**config.mk**
```make
export PLATFORM = sky130hd
export DESIGN_NAME = regfile_write_arbiter
export DESIGN_NICKNAME = d
export VERILOG_FILES = /design/src/rtl/regfile_pkg.sv /design/src/rtl/regfile_write_arbiter_rr_arbiter2.sv /design/src/rtl/regfile_write_arbiter.sv
export SDC_FILE = /design/constraint.sdc
export NUM_CORES = 1
export LEC_CHECK = 0
export BUFFER_PORTS_ARGS = -buffer_cell sky130_fd_sc_hd__buf_2
export CAP_MARGIN = 20
export CORE_UTILIZATION = 35
export DETAILED_ROUTE_END_ITERATION = 7
export PLACE_DENSITY = 0.64
export SYNTH_ARGS = -nofsm -noshare
export SYNTH_HDL_FRONTEND = slang
export SYNTH_HIERARCHICAL = 1
export SYNTH_SLANG_ARGS = --single-unit
```
**constraint.sdc**
```tcl
create_clock -name clk -period 2.42 [get_ports clk]
set_input_delay 0.242 -clock clk [delete_from_list [all_inputs] [get_ports clk]]
set_output_delay 0.242 -clock clk [all_outputs]
set_load 0.02 [all_outputs]
```
**src/rtl/regfile_pkg.sv**
```systemverilog
// Shared constants for the register-file write path.
package regfile_pkg;
  localparam int REG_ADDR_W = 2;
  localparam int REG_DATA_W = 8;
  localparam int NUM_REGS   = 4;

  // Requester ids; also the bit positions in request/grant vectors.
  localparam logic REQ_A = 1'b0;
  localparam logic REQ_B = 1'b1;
endpackage

```
**src/rtl/regfile_write_arbiter_rr_arbiter2.sv**
```systemverilog
// Two-way round-robin arbiter with one-hot grant.
// The last-grant state advances only on a real grant. It resets to B so that
// A wins the first conflict.
module rr_arbiter2
  import regfile_pkg::*;
(
  input  logic       clk,
  input  logic       reset_n,
  input  logic [1:0] i_req,
  output logic [1:0] o_gnt
);
  logic r_last;

  // Pick the sole requester, or the one not served last time on a conflict.
  always_comb begin
    o_gnt = 2'b00;
    case (i_req)
      2'b01:   o_gnt = 2'b01;
      2'b10:   o_gnt = 2'b10;
      2'b11:   o_gnt = (r_last == REQ_B) ? 2'b01 : 2'b10;
      default: o_gnt = 2'b00;
    endcase
  end

  // Remember who was served; idle cycles leave the priority unchanged.
  always_ff @(posedge clk or negedge reset_n) begin
    if (!reset_n)   r_last <= REQ_B;
    else if (|o_gnt) r_last <= o_gnt[REQ_B] ? REQ_B : REQ_A;
  end
endmodule

```
**src/rtl/regfile_write_arbiter.sv**
```systemverilog
// Shares the register file write port between ALU (A) and load (B) writebacks.
// Each port has a one-entry holding buffer. A round-robin arbiter picks one
// buffer per cycle, and the winner is registered onto rf_we/rf_waddr/rf_wdata.
// Optional feature: define RF_WR_ARB_SCOREBOARD_EN to add the registered
// per-register 'pending' in-flight flags.
module regfile_write_arbiter
  import regfile_pkg::*;
#(
  parameter int DATA_W = REG_DATA_W,
  parameter int ADDR_W = REG_ADDR_W
) (
  input  logic              clk,
  input  logic              reset_n,
  input  logic              flush,
  input  logic              a_valid,
  output logic              a_ready,
  input  logic [ADDR_W-1:0] a_addr,
  input  logic [DATA_W-1:0] a_data,
  input  logic              b_valid,
  output logic              b_ready,
  input  logic [ADDR_W-1:0] b_addr,
  input  logic [DATA_W-1:0] b_data,
  output logic              rf_we,
  output logic [ADDR_W-1:0] rf_waddr,
  output logic [DATA_W-1:0] rf_wdata
`ifdef RF_WR_ARB_SCOREBOARD_EN
  ,
  output logic [(2**ADDR_W)-1:0] pending
`endif
);
  logic              r_a_v, r_b_v;
  logic [ADDR_W-1:0] r_a_addr, r_b_addr;
  logic [DATA_W-1:0] r_a_data, r_b_data;

  logic [1:0]        w_req, w_gnt;
  logic              w_a_acc, w_b_acc;
  logic              w_a_v_nxt, w_b_v_nxt;
  logic [ADDR_W-1:0] w_a_addr_nxt, w_b_addr_nxt;
  logic              w_we_nxt;
  logic [ADDR_W-1:0] w_waddr_nxt;
  logic [DATA_W-1:0] w_wdata_nxt;

  // Flush masks the requests, so nothing is granted and last_grant holds.
  assign w_req = {r_b_v, r_a_v} & {2{~flush}};

  rr_arbiter2 u_arb (
    .clk     (clk),
    .reset_n (reset_n),
    .i_req   (w_req),
    .o_gnt   (w_gnt)
  );

  // A buffer can take a new request when it is empty or draining this cycle.
  assign a_ready = !flush && (!r_a_v || w_gnt[REQ_A]);
  assign b_ready = !flush && (!r_b_v || w_gnt[REQ_B]);
  assign w_a_acc = a_valid && a_ready;
  assign w_b_acc = b_valid && b_ready;

  // Next-state of buffers and output stage, shared by the scoreboard.
  always_comb begin
    w_a_v_nxt    = flush ? 1'b0 : (w_a_acc | (r_a_v & ~w_gnt[REQ_A]));
    w_b_v_nxt    = flush ? 1'b0 : (w_b_acc | (r_b_v & ~w_gnt[REQ_B]));
    w_a_addr_nxt = w_a_acc ? a_addr : r_a_addr;
    w_b_addr_nxt = w_b_acc ? b_addr : r_b_addr;
    w_we_nxt     = |w_gnt;
    w_waddr_nxt  = rf_waddr;
    w_wdata_nxt  = rf_wdata;
    if (w_gnt[REQ_A]) begin
      w_waddr_nxt = r_a_addr;
      w_wdata_nxt = r_a_data;
    end else if (w_gnt[REQ_B]) begin
      w_waddr_nxt = r_b_addr;
      w_wdata_nxt = r_b_data;
    end
  end

  // Holding buffers: the payload is sampled only on the accepting edge.
  always_ff @(posedge clk or negedge reset_n) begin
    if (!reset_n) begin
      r_a_v    <= 1'b0;
      r_b_v    <= 1'b0;
      r_a_addr <= '0;
      r_b_addr <= '0;
      r_a_data <= '0;
      r_b_data <= '0;
    end else begin
      r_a_v    <= w_a_v_nxt;
      r_b_v    <= w_b_v_nxt;
      r_a_addr <= w_a_addr_nxt;
      r_b_addr <= w_b_addr_nxt;
      if (w_a_acc) r_a_data <= a_data;
      if (w_b_acc) r_b_data <= b_data;
    end
  end

  // Output stage: the write enable pulses per grant, and addr/data hold when idle.
  always_ff @(posedge clk or negedge reset_n) begin
    if (!reset_n) begin
      rf_we    <= 1'b0;
      rf_waddr <= '0;
      rf_wdata <= '0;
    end else begin
      rf_we    <= w_we_nxt;
      rf_waddr <= w_waddr_nxt;
      rf_wdata <= w_wdata_nxt;
    end
  end

`ifdef RF_WR_ARB_SCOREBOARD_EN
  localparam int NREG = 2**ADDR_W;
  logic [NREG-1:0] w_pend_nxt;

  // A register is pending while any holder (either buffer or output stage) targets it.
  always_comb begin
    w_pend_nxt = '0;
    if (w_a_v_nxt) w_pend_nxt = w_pend_nxt | (NREG'(1) << w_a_addr_nxt);
    if (w_b_v_nxt) w_pend_nxt = w_pend_nxt | (NREG'(1) << w_b_addr_nxt);
    if (w_we_nxt)  w_pend_nxt = w_pend_nxt | (NREG'(1) << w_waddr_nxt);
  end

  // Register the flags on the same edges as the holders they mirror.
  always_ff @(posedge clk or negedge reset_n) begin
    if (!reset_n) pending <= '0;
    else          pending <= w_pend_nxt;
  end
`endif
endmodule

```
# Word level (Yosys, flattened, before mapping)
# Cells that the tools add are included.
# op_classes
eq_ne	3
muxes	9
bitwise	8
n_reduce_logical	11
# op_table
op	n
2-to-1 mux 8 bit	2
2-to-1 mux 2 bit	3
one-hot mux 2 bit (3 select lines)	1
equality test 2 bit (second input constant)	2
logical AND 1 bit	4
logical NOT 1 bit	3
2-to-1 mux 1 bit	3
inverter 1 bit	3
bitwise AND 1 bit	2
bitwise AND 2 bit	1
equality test 2 x 1 -> 1 bit (second input constant)	1
logical OR 1 bit	2
OR 1 bit	2
nonzero test 2 bit	1
OR reduction 2 bit	1
# word_totals
regBits	34
inputBits	25

# Logic depth before layout (Yosys ltp)
# Gate-level depths: netlist of the first run.
# logic_depth
depth_word	9
depth_mapped	7

# Cells and area by module
# Netlist of the first run, hierarchy kept.
# by_module_without_submodules
module	n_inst	cells_per_inst	area_each_um2	seq_area_each_um2
regfile_write_arbiter	1	101	1432.6	825.8
rr_arbiter2	1	6	55.1	26.3

# Least setup slack after synthesis of the first run
# OpenSTA, ideal clock, no wires.
# synth_timing
kind	reg2reg
from	register r_b_v
to	register r_b_addr[0]
setup_time_ps	125
t_arrival_ps	1563
slack_ps	732
stages_incl_launch_ff	7
path_buffers	1
path_cell_list	dfrtp_1 -> nor2b_1 -> a21boi_0 -> nor2b_2 -> nor3b_2 -> buf_6 -> mux2_4
# synth_via
elab_chain_cells	6
word_cells_on_any_way	9
classes_between	3 x eq/ne; 1 x mux; 1 x bitwise; 4 x reduce/logical
# synth_lines
item	line_no	text
from (decl)	regfile_write_arbiter.sv:31	logic r_a_v, r_b_v;
from (signal assigned)	regfile_write_arbiter.sv:88	r_b_v <= w_b_v_nxt;
bitwise AND 2 bit *	regfile_write_arbiter.sv:44	assign w_req = {r_b_v, r_a_v} & {2{~flush}};
via w_req[1]	regfile_write_arbiter.sv:35	logic [1:0] w_req, w_gnt;
equality test 2 bit or equality test 2 x 1 -> 1 bit (tied branches)	regfile_write_arbiter_rr_arbiter2.sv:17	case (i_req)
one-hot mux 2 bit (3 select lines) *	regfile_write_arbiter_rr_arbiter2.sv:17	
via w_gnt[1]	regfile_write_arbiter.sv:35	
logical OR 1 bit *	regfile_write_arbiter.sv:55	assign b_ready = !flush && (!r_b_v || w_gnt[REQ_B]);
logical AND 1 bit *	regfile_write_arbiter.sv:55	
logical AND 1 bit *	regfile_write_arbiter.sv:57	assign w_b_acc = b_valid && b_ready;
to (signal assigned)	regfile_write_arbiter.sv:90	r_b_addr <= w_b_addr_nxt;
to (decl)	regfile_write_arbiter.sv:32	logic [ADDR_W-1:0] r_a_addr, r_b_addr;
# The timed path passes the listed nets; every way through them passes the cells marked *.
# A chain may end at the register's enable or synchronous reset.

# Worst setup path after layout of the first run
# layout_timing
from	register u_arb.r_last
to	register r_a_data[0]
# layout_via
elab_chain_cells	5
# layout_lines
item	line_no	text
from (decl)	regfile_write_arbiter_rr_arbiter2.sv:12	logic r_last;
from (signal assigned)	regfile_write_arbiter_rr_arbiter2.sv:28	else if (|o_gnt) r_last <= o_gnt[REQ_B] ? REQ_B : REQ_A;
2-to-1 mux 2 bit	regfile_write_arbiter_rr_arbiter2.sv:20	2'b11: o_gnt = (r_last == REQ_B) ? 2'b01 : 2'b10;
one-hot mux 2 bit (3 select lines)	regfile_write_arbiter_rr_arbiter2.sv:17	
via w_gnt[0]	regfile_write_arbiter.sv:35	
logical OR 1 bit	regfile_write_arbiter.sv:54	assign a_ready = !flush && (!r_a_v || w_gnt[REQ_A]);
logical AND 1 bit	regfile_write_arbiter.sv:54	
logical AND 1 bit	regfile_write_arbiter.sv:56	assign w_a_acc = a_valid && a_ready;
to (signal assigned)	regfile_write_arbiter.sv:91	if (w_a_acc) r_a_data <= a_data;
to (decl)	regfile_write_arbiter.sv:33	logic [DATA_W-1:0] r_a_data, r_b_data;
# The timed path passes the listed nets, and every way through them passes these cells.

==> results.md, run 1 <==
* Status: finished, final reports clean
* Fmax at 0.573 GHz
* CP Buf/Inv Count at 1
* CP Cell Sequence: nand2b_1 -> and2_1 -> nor2b_2 -> nor3b_2 -> buf_4 -> mux2_4
* CTS root buffer: clkbuf_8
* Starting DRT DRC Count at 16
* R2r worst-path depth at 6
* CP Class: reg2reg
* HPWL after detailed placement at roughly 2100 µm
* # Post-CTS Setup Buffers at 0
* Mapped Area at between 1000 and 1500 µm²
* Area Overhead vs Synth at 22.4%
* DRC violations left at 0
* Register-to-Register Setup Slack at around 0.67 ns
* Vias/cell at between 4 and 5
* CP max stage delay at about 0.54 ns
* Sequential area share after synthesis at 0.573
* Final Setup Violations at 0
* Hold Crit Class: in2async
* Die Width at around 67 µm
* Die Y-Extent at 67.2 µm
* GPL Wtd Cong at ~0.74
* Leading cell type in the layout, fill and taps excluded: buf_2
* Avg Cell Area, Syn at about 14 µm²
* CTS Hold Bufs at 0
* CTS sink count at 34
* Total grt overflow at 0
* Power density over cell area at about 860 nW/µm²
* Startpoint type of the worst setup path: register
* Critical path endpoint category: register
* # IOs at 38
* I/O Buffers at 37
* Synthesis warning total at 6
* Synthesis-stage register bit count at 34
* Router iterations before antenna repair at 4
* Critical path's slowest cell: dfstp_2
* Total Power at around 1600 µW
* # rows at 23
* First-pass GRT wire length at 4580 µm
* Fraction of layout cells with a size suffix above 1 at 0.483
* Clock latency on the worst-skew pair at approximately 0.28 ns
* Via count at around 900
* Gr usage total at 0.143
* Post-synth cell types at 19
* Lkg Pwr at 0.000869 µW
* Least-Margin Pin Slew at roughly 0.72 ns
* Core area at between 4000 and 5000 µm²
* Clk slew on worst S/H paths at about 0.06 ns
* Final nets at 175
* Worst setup endpoint: r_a_data[0]
* Max Slew Vio Count at 0
* Worst Skew at approximately 0.010 ns
* TritonCTS Buffers at 5
* Worst-path fanout max at 10
* Final Critical Period at around 1.7 ns
* Diode count at 0
* Worst path depth at 6
* Final Cycle Share at 0.721
* Largest net degree at the start of global routing at 35
* Fin. Hold Viols at 0
* Hold WS at 0.0242 ns
* H-Tree Level Count at 2
* Crit path max-delay family: flip-flops
* Initial Util at 0.369
* CTS resizes at 0
* Highest-count cells in the layout ignoring fill and taps: buf_2, dfrtp_1, mux2_4, mux2i_1, nand2_1
* DRT Wirelength at between 2000 and 3000 µm
* Peak supply drop at roughly 0.0003 V
* Syn nets at ~130
* Max-cap violations at 0
* TritonCTS clock tree: yes
* Worst Path Required at between 2 and 3 ns
* R2R Path Start: u_arb/r_last
* CP Data Arrival Time at 1.91 ns
* CTS max path bufs at 2
* Vias in the first global route at 970
* R2R Path End: r_a_data[0]
* Full die area at ~4500 µm²
* Initial antenna violation count at 0
* Setup TNS at 0 ns
* Syn Inst Count at ~110
* Avg WL per Cell at 13.6 µm
* Detail Route Antenna Nets at 0
* Critical Path Source: u_arb/r_last
* RSZ-0062 raised after global routing: false
* Relative slew slack at 0.518
-- cell usage after synthesis --
library cell / count / share of area
clkbuf_1: 2 / 0.0050
dfstp_2: 1 / 0.018
dfrtp_1: 33 / 0.56
nor2b_1: 2 / 0.0084
buf_2: 1 / 0.0034
nor3b_2: 2 / 0.017
buf_6: 2 / 0.015
inv_1: 1 / 0.0025
and2_1: 1 / 0.0042
a21boi_0: 1 / 0.0050
nand2b_1: 1 / 0.0042
nor2b_2: 2 / 0.012
mux2i_1: 10 / 0.067
mux2_4: 20 / 0.20
or2_2: 1 / 0.0042
nand2_1: 10 / 0.025
o21ai_1: 9 / 0.030
o21ai_0: 2 / 0.0067
nor2_1: 6 / 0.015
-- cells by family (layout without fill, tap and decap cells) --
logic type,Yosys count,count (layout),synth area share
flops,34,34,0.573
mux,30,30,0.269
simple gates,25,25,0.0900
compound gates,12,12,0.0421
buf+inv,6,50,0.0261
-- flip-flops by register name (all words and copies together), names as in the netlist --
name          flops
r_a_data          8
r_b_data          8
rf_wdata          8
r_a_addr          2
r_b_addr          2
rf_waddr          2
r_a_v             1
r_b_v             1
rf_we             1
u_arb/r_last      1
-- power breakdown --
part           switching (µW)  internal, µW
clock                     180           232
combinational             185           191
sequential               74.8           697
total                     439          1120
-- how the worst min path moves through the flow --
| stage | startpoint | end | slack (ns) | depth (start not counted) |
|---|---|---|---|---|
| after detailed placement | reset_n | r_a_v | 0.34 | 1 |
| after global placement | reset_n | r_a_v | 0.33 | 1 |
| after global routing | reset_n | r_a_addr[1] | 0.09 | 1 |
| after CTS | reset_n | r_b_addr[1] | 0.04 | 1 |
| final | reset_n | rf_wdata[7] | 0.02 | 1 |
| after floorplan | reset_n | r_a_addr[0] | -0.05 | 0 |
-- final cells by class --
cell class | count | area [µm²]
inverter | 1 | 3.75
sequential | 34 | 852
clock buffer | 8 | 90.1
tap | 50 | 62.6
multi-input combinational | 67 | 597
fill | 394 | 2210
timing repair buffer | 41 | 215
-- metrics by stage --
step	util	setup slack (ns)	cell area, µm²	instances
floorplan	-	0.732	1490	107
global placement	0.430	0.739	1730	193
detailed placement	0.430	0.663	1730	193
CTS	0.452	0.651	1820	201
global route	0.452	0.565	1820	201
finish	0.452	0.674	1820	201
-- worst register-to-register path, delay by kind of cell, from the launching register on --
kind | cells | cell delay [ns]
flip-flops | 1 | 0.54
AND/OR/NAND/NOR | 4 | 0.52
buffers and inverters | 1 | 0.24
multiplexers | 1 | 0.32
-- routing by layer --
metal	global-route usage	vias to the layer above	part of all wire
met5	0	-	0
met4	0.0824	0	0.029
met3	0.0405	6	0.052
met2	0.200	31	0.45
met1	0.195	428	0.46
li1	-	456	-
No activity file was read; power rests on OpenSTA's default activity.
==> run 2: changes to the inputs <==
- ABC_AREA: unset -> 1
- PLACE_DENSITY: 0.64 -> 0.63
- clock period: 2.42 -> 1.8 ns (I/O delays scaled with it)
==> run 2 against run 1 <==
  * Clock skew decreased by 0.0025 ns
  * Hold slack better by 0.12 ns
  * Combinational power increased by 42%
  * Non-clock buffer count increased by 4
  * Core utilization shrank 0.94 points
  * First-iteration DRC count rose to 5.4 times the previous value
  * Routed wire length up 29%
  * Cell count grew 43%
  * Synthesized cell count is 80% higher
  * Clock-buffer cell count shrank 1
  * Die area is 5.6% higher
  * Critical endpoint is now a_ready
  * Largest power group unchanged
==> results.md, run 2 <==
* Vias in the first global route at 1273 (+31%)
* Starting DRT DRC Count at 87 (+71)
* Hold Crit Class: in2reg
* CP Cell Sequence: inv_1 -> nor2_2 -> nand2_1 -> nand2_1 -> inv_4 -> a21oi_1 -> buf_2
* R2R Path Start: r_b_v
* Clock share of power at 0.267 (+0.003)
* Synth Flop Type: dfrtp_1
* Initial Util at 0.364 (-0.00525)
* Core area at 4320 µm² (+7.3%)
* Worst slack, placed at 0.320 ns (-0.343 ns)
* NetSw at 703 µW (+60%)
* Clock latency on the worst-skew pair at 0.28 ns (about the same)
* # IOs at 38 (unchanged)
* Largest regs: r_a_data: 8 flops, r_b_data: 8 flops, rf_wdata: 8 flops
* Hold EP: r_b_data[1]
* Startpoint type of the worst setup path: register
* Footprint of the multi-input gates at 579 µm² (-2.9%)
* GPL Wtd Cong at 0.764 (+3.3%)
* Relative slew slack at 0.506 (-0.0113)
* Highest-count cells in the layout ignoring fill and taps: nand2_1, buf_2, dfrtp_1, nand4_1, inv_1
* CP Class: reg2out
* RSZ-0062 raised after global routing: false
* R2r worst-path depth at 9 (+3)
* Critical path endpoint category: primary output
* Least-Margin Pin Slew at 0.741 ns (+0.0170 ns)
* GRT met2 Usage at 0.250 (+0.0503)
* Cells taking the most area after synthesis: dfrtp_1, nand2_1, nand4_1
* DRC violations left at 0 (unchanged)
* Sequential area share after synthesis at 0.541 (-0.0314)
* First-pass GRT wire length at 6090 µm (+33%)
* Via count at 1382 (+50%)
* Worst Skew at 0.00797 ns (-0.00245 ns)
* Router iterations before antenna repair at 4 (unchanged)
* Fraction of layout cells with a size suffix above 1 at 0.251 (-0.232)
* GRT busiest layer: met2
* Final Critical Period at around 1.7 ns
* Max-cap violations at 0 (unchanged)
* H-Tree Level Count at 2 (unchanged)
* Post-synth ARST share at 1.00 (unchanged)
* DRT Wirelength at 3520 µm (+29%)
* Synth top area share at 0.525 (-0.0304)
* Power density over cell area at 1120 nW/µm² (+30%)
* Setup TNS at 0 ns (unchanged)
* Setup slack after layout at 0.137 ns (-0.537 ns)
* Fill cells at 469 (+19%)
* Post-synth cell types at 16 (-3)
* GRT met1 Usage at 0.221 (+0.0256)
* Fin. Hold Viols at 0 (unchanged)
* Top cells by count, synth: nand2_1, dfrtp_1, nand4_1
* Final Setup Violations at 0 (unchanged)
* Avg Cell Area, Syn at 8.16 µm² (-41%)
* CTS root buffer: clkbuf_8
* Die Width at 69.1 µm (+2.8%)
* Total grt overflow at 0 (unchanged)
* Reg power frac at 0.484 (-0.011)
* Vias/cell at 4.82 (+5.1%)
* CTS max path bufs at 2 (unchanged)
* Diode count at 0 (unchanged)
* Register-to-Register Setup Slack at 0.28 ns (-0.39 ns)
* Logic pwr share at 0.250 (+0.009)
* Fmax at around 0.60 GHz
* CP max stage delay at 0.38 ns (-0.16 ns)
* Gr usage total at 0.164 (+0.0212)
* Largest net degree at the start of global routing at 35 (unchanged)
* Leading cell type in the layout, fill and taps excluded: nand2_1
* HPWL after detailed placement at 2510 µm (+22%)
* Syn Inst Count at 193 (+80%)
* Lkg Pwr at 0.00103 µW (+19%)
* Register area at 852 µm² (unchanged)
* Final nets at 259 (+48%)
* Syn nets at 218 (+65%)
* Worst Path Required at 1.62 ns (-0.96 ns)
* TritonCTS Buffers at 5 (unchanged)
* Cell taking the most area after synthesis: dfrtp_1
* TritonCTS clock tree: yes
* Area Overhead vs Synth at 21.5%
* Status: finished, final reports clean
* Worst Hold Path Cells at 3
* Full die area at 4770 µm² (+5.6%)
* Initial antenna violation count at 0 (unchanged)
* Clk slew on worst S/H paths at 0.07 ns (about the same)
* Detail Route Antenna Nets at 0 (unchanged)
* Critical path's slowest cell: dfrtp_1
* Met3 usage at 0.0468 (+0.00624)
* Avg WL per Cell at 12.3 µm (-9.7%)
* EDFF count, synth at 0 (unchanged)
* Crit path top cell by count: nand2_1
* # rows at 24 (+4.3%)
* Min-Delay Startpoint: b_data[1]
* Sw frac at 0.329 (+0.0471)
* Mapped Area at 1570 µm² (+5.8%)
* Die Y-Extent at 69.1 µm (+2.8%)
* Internal at 1430 µW (+28%)
* CTS sink count at 34 (unchanged)
* R2R Path End: rf_wdata[3]
* Final Cycle Share at 0.924
* Synthesis warning total at 6 (unchanged)
* Synthesis-stage register bit count at 34 (unchanged)
* Peak supply drop at 0.000421 V (+41%)
* Max Slew Vio Count at 0 (unchanged)
* Count leader, synth: nand2_1
* I/O Buffers at 37 (unchanged)
* CP Data Arrival Time at 1.48 ns (-0.43 ns)
* Worst-path fanout max at 13 (+3)
==> run 2: cell types whose count changed after synthesis, sizes merged, moves of 2 or more <==
cell | before | now
nand2 | 10 | 69
mux2 | 20 | 0
nand4 | 0 | 20
inv | 1 | 20
nand3 | 0 | 12
mux2i | 10 | 0
buf | 3 | 11
nor2 | 6 | 12
a21oi | 0 | 5
nor2b | 4 | 0
clkbuf | 2 | 0
nor3b | 2 | 0
==> run 2: cells by family (layout without fill, tap and decap cells) <==
kind of cell    after synthesis  after routing  synth area share
flops                        34             34             0.541
compound gates               15             15            0.0477
simple gates                113            113             0.319
buf+inv                      31             73            0.0922
==> run 2: timing repair <==
action	CTS	global route
buffers inserted	0	3
endpoints found under the hold margin	33	0
setup endpoints to repair	0	2
resized for setup	0	2
hold buffers	1	0
==> run 2: per-layer routing <==
metal / wire (µm) / up-vias
met5: 0 / -
met1: 1690 / 646
li1: - / 703
met3: 170 / 2
met4: 28 / 0
met2: 1630 / 31
==> run 2: through the flow <==
| step | area (µm²) | instances | hold slack (ns) | utilization | total power [µW] |
|---|---|---|---|---|---|
| floorplan | 1570 | 193 | -0.116 | - | 1380 |
| global placement | 1780 | 275 | 0.292 | 0.413 | 1570 |
| detailed placement | 1780 | 275 | 0.283 | 0.413 | 1580 |
| CTS | 1890 | 284 | 0.137 | 0.436 | 2160 |
| global route | 1910 | 287 | 0.142 | 0.442 | 2290 |
| finish | 1910 | 287 | 0.143 | 0.442 | 2140 |
==> run 2: cell type report <==
type	instances	share of cell area
flip-flops and latches	34	0.445
multi-input cells	128	0.303
repair buffers	45	0.129
clock buffers	7	0.0451
inverters	20	0.0405
well taps	52	0.0340
clock inverters	1	0.00262
==> run 2: worst max-delay path: cells and delay by family, from the launching register on <==
kind / cells / cell delay [ns]
buf+inv: 3 / 0.33
simple gates: 3 / 0.34
compound gates: 1 / 0.15
flops: 1 / 0.38
==> run 2: worst max path at each step <==
| stage | startpoint | cells past startpoint | endpoint | slack [ns] |
|---|---|---|---|---|
| 3_3_place_gp | r_a_v | 9 | r_a_data[2] | 0.35 |
| 4_1_cts | r_a_v | 7 | a_ready | 0.08 |
| 5_1_grt | r_a_v | 7 | a_ready | 0.03 |
| 2_1_floorplan | r_a_v | 7 | a_ready | 0.33 |
| 6_report | r_a_v | 7 | a_ready | 0.14 |
| 3_5_place_dp | r_a_v | 8 | rf_wdata[3] | 0.32 |
==> run 2: power groups by stage <==
stage          Sequential [µW]  Combinational (µW)  Clock (µW)
6_report                  1030                 534         569
5_1_grt                   1050                 610         624
4_1_cts                   1030                 534         590
3_5_place_dp              1050                 531           0
3_3_place_gp              1050                 524           0
2_1_floorplan             1110                 266           0
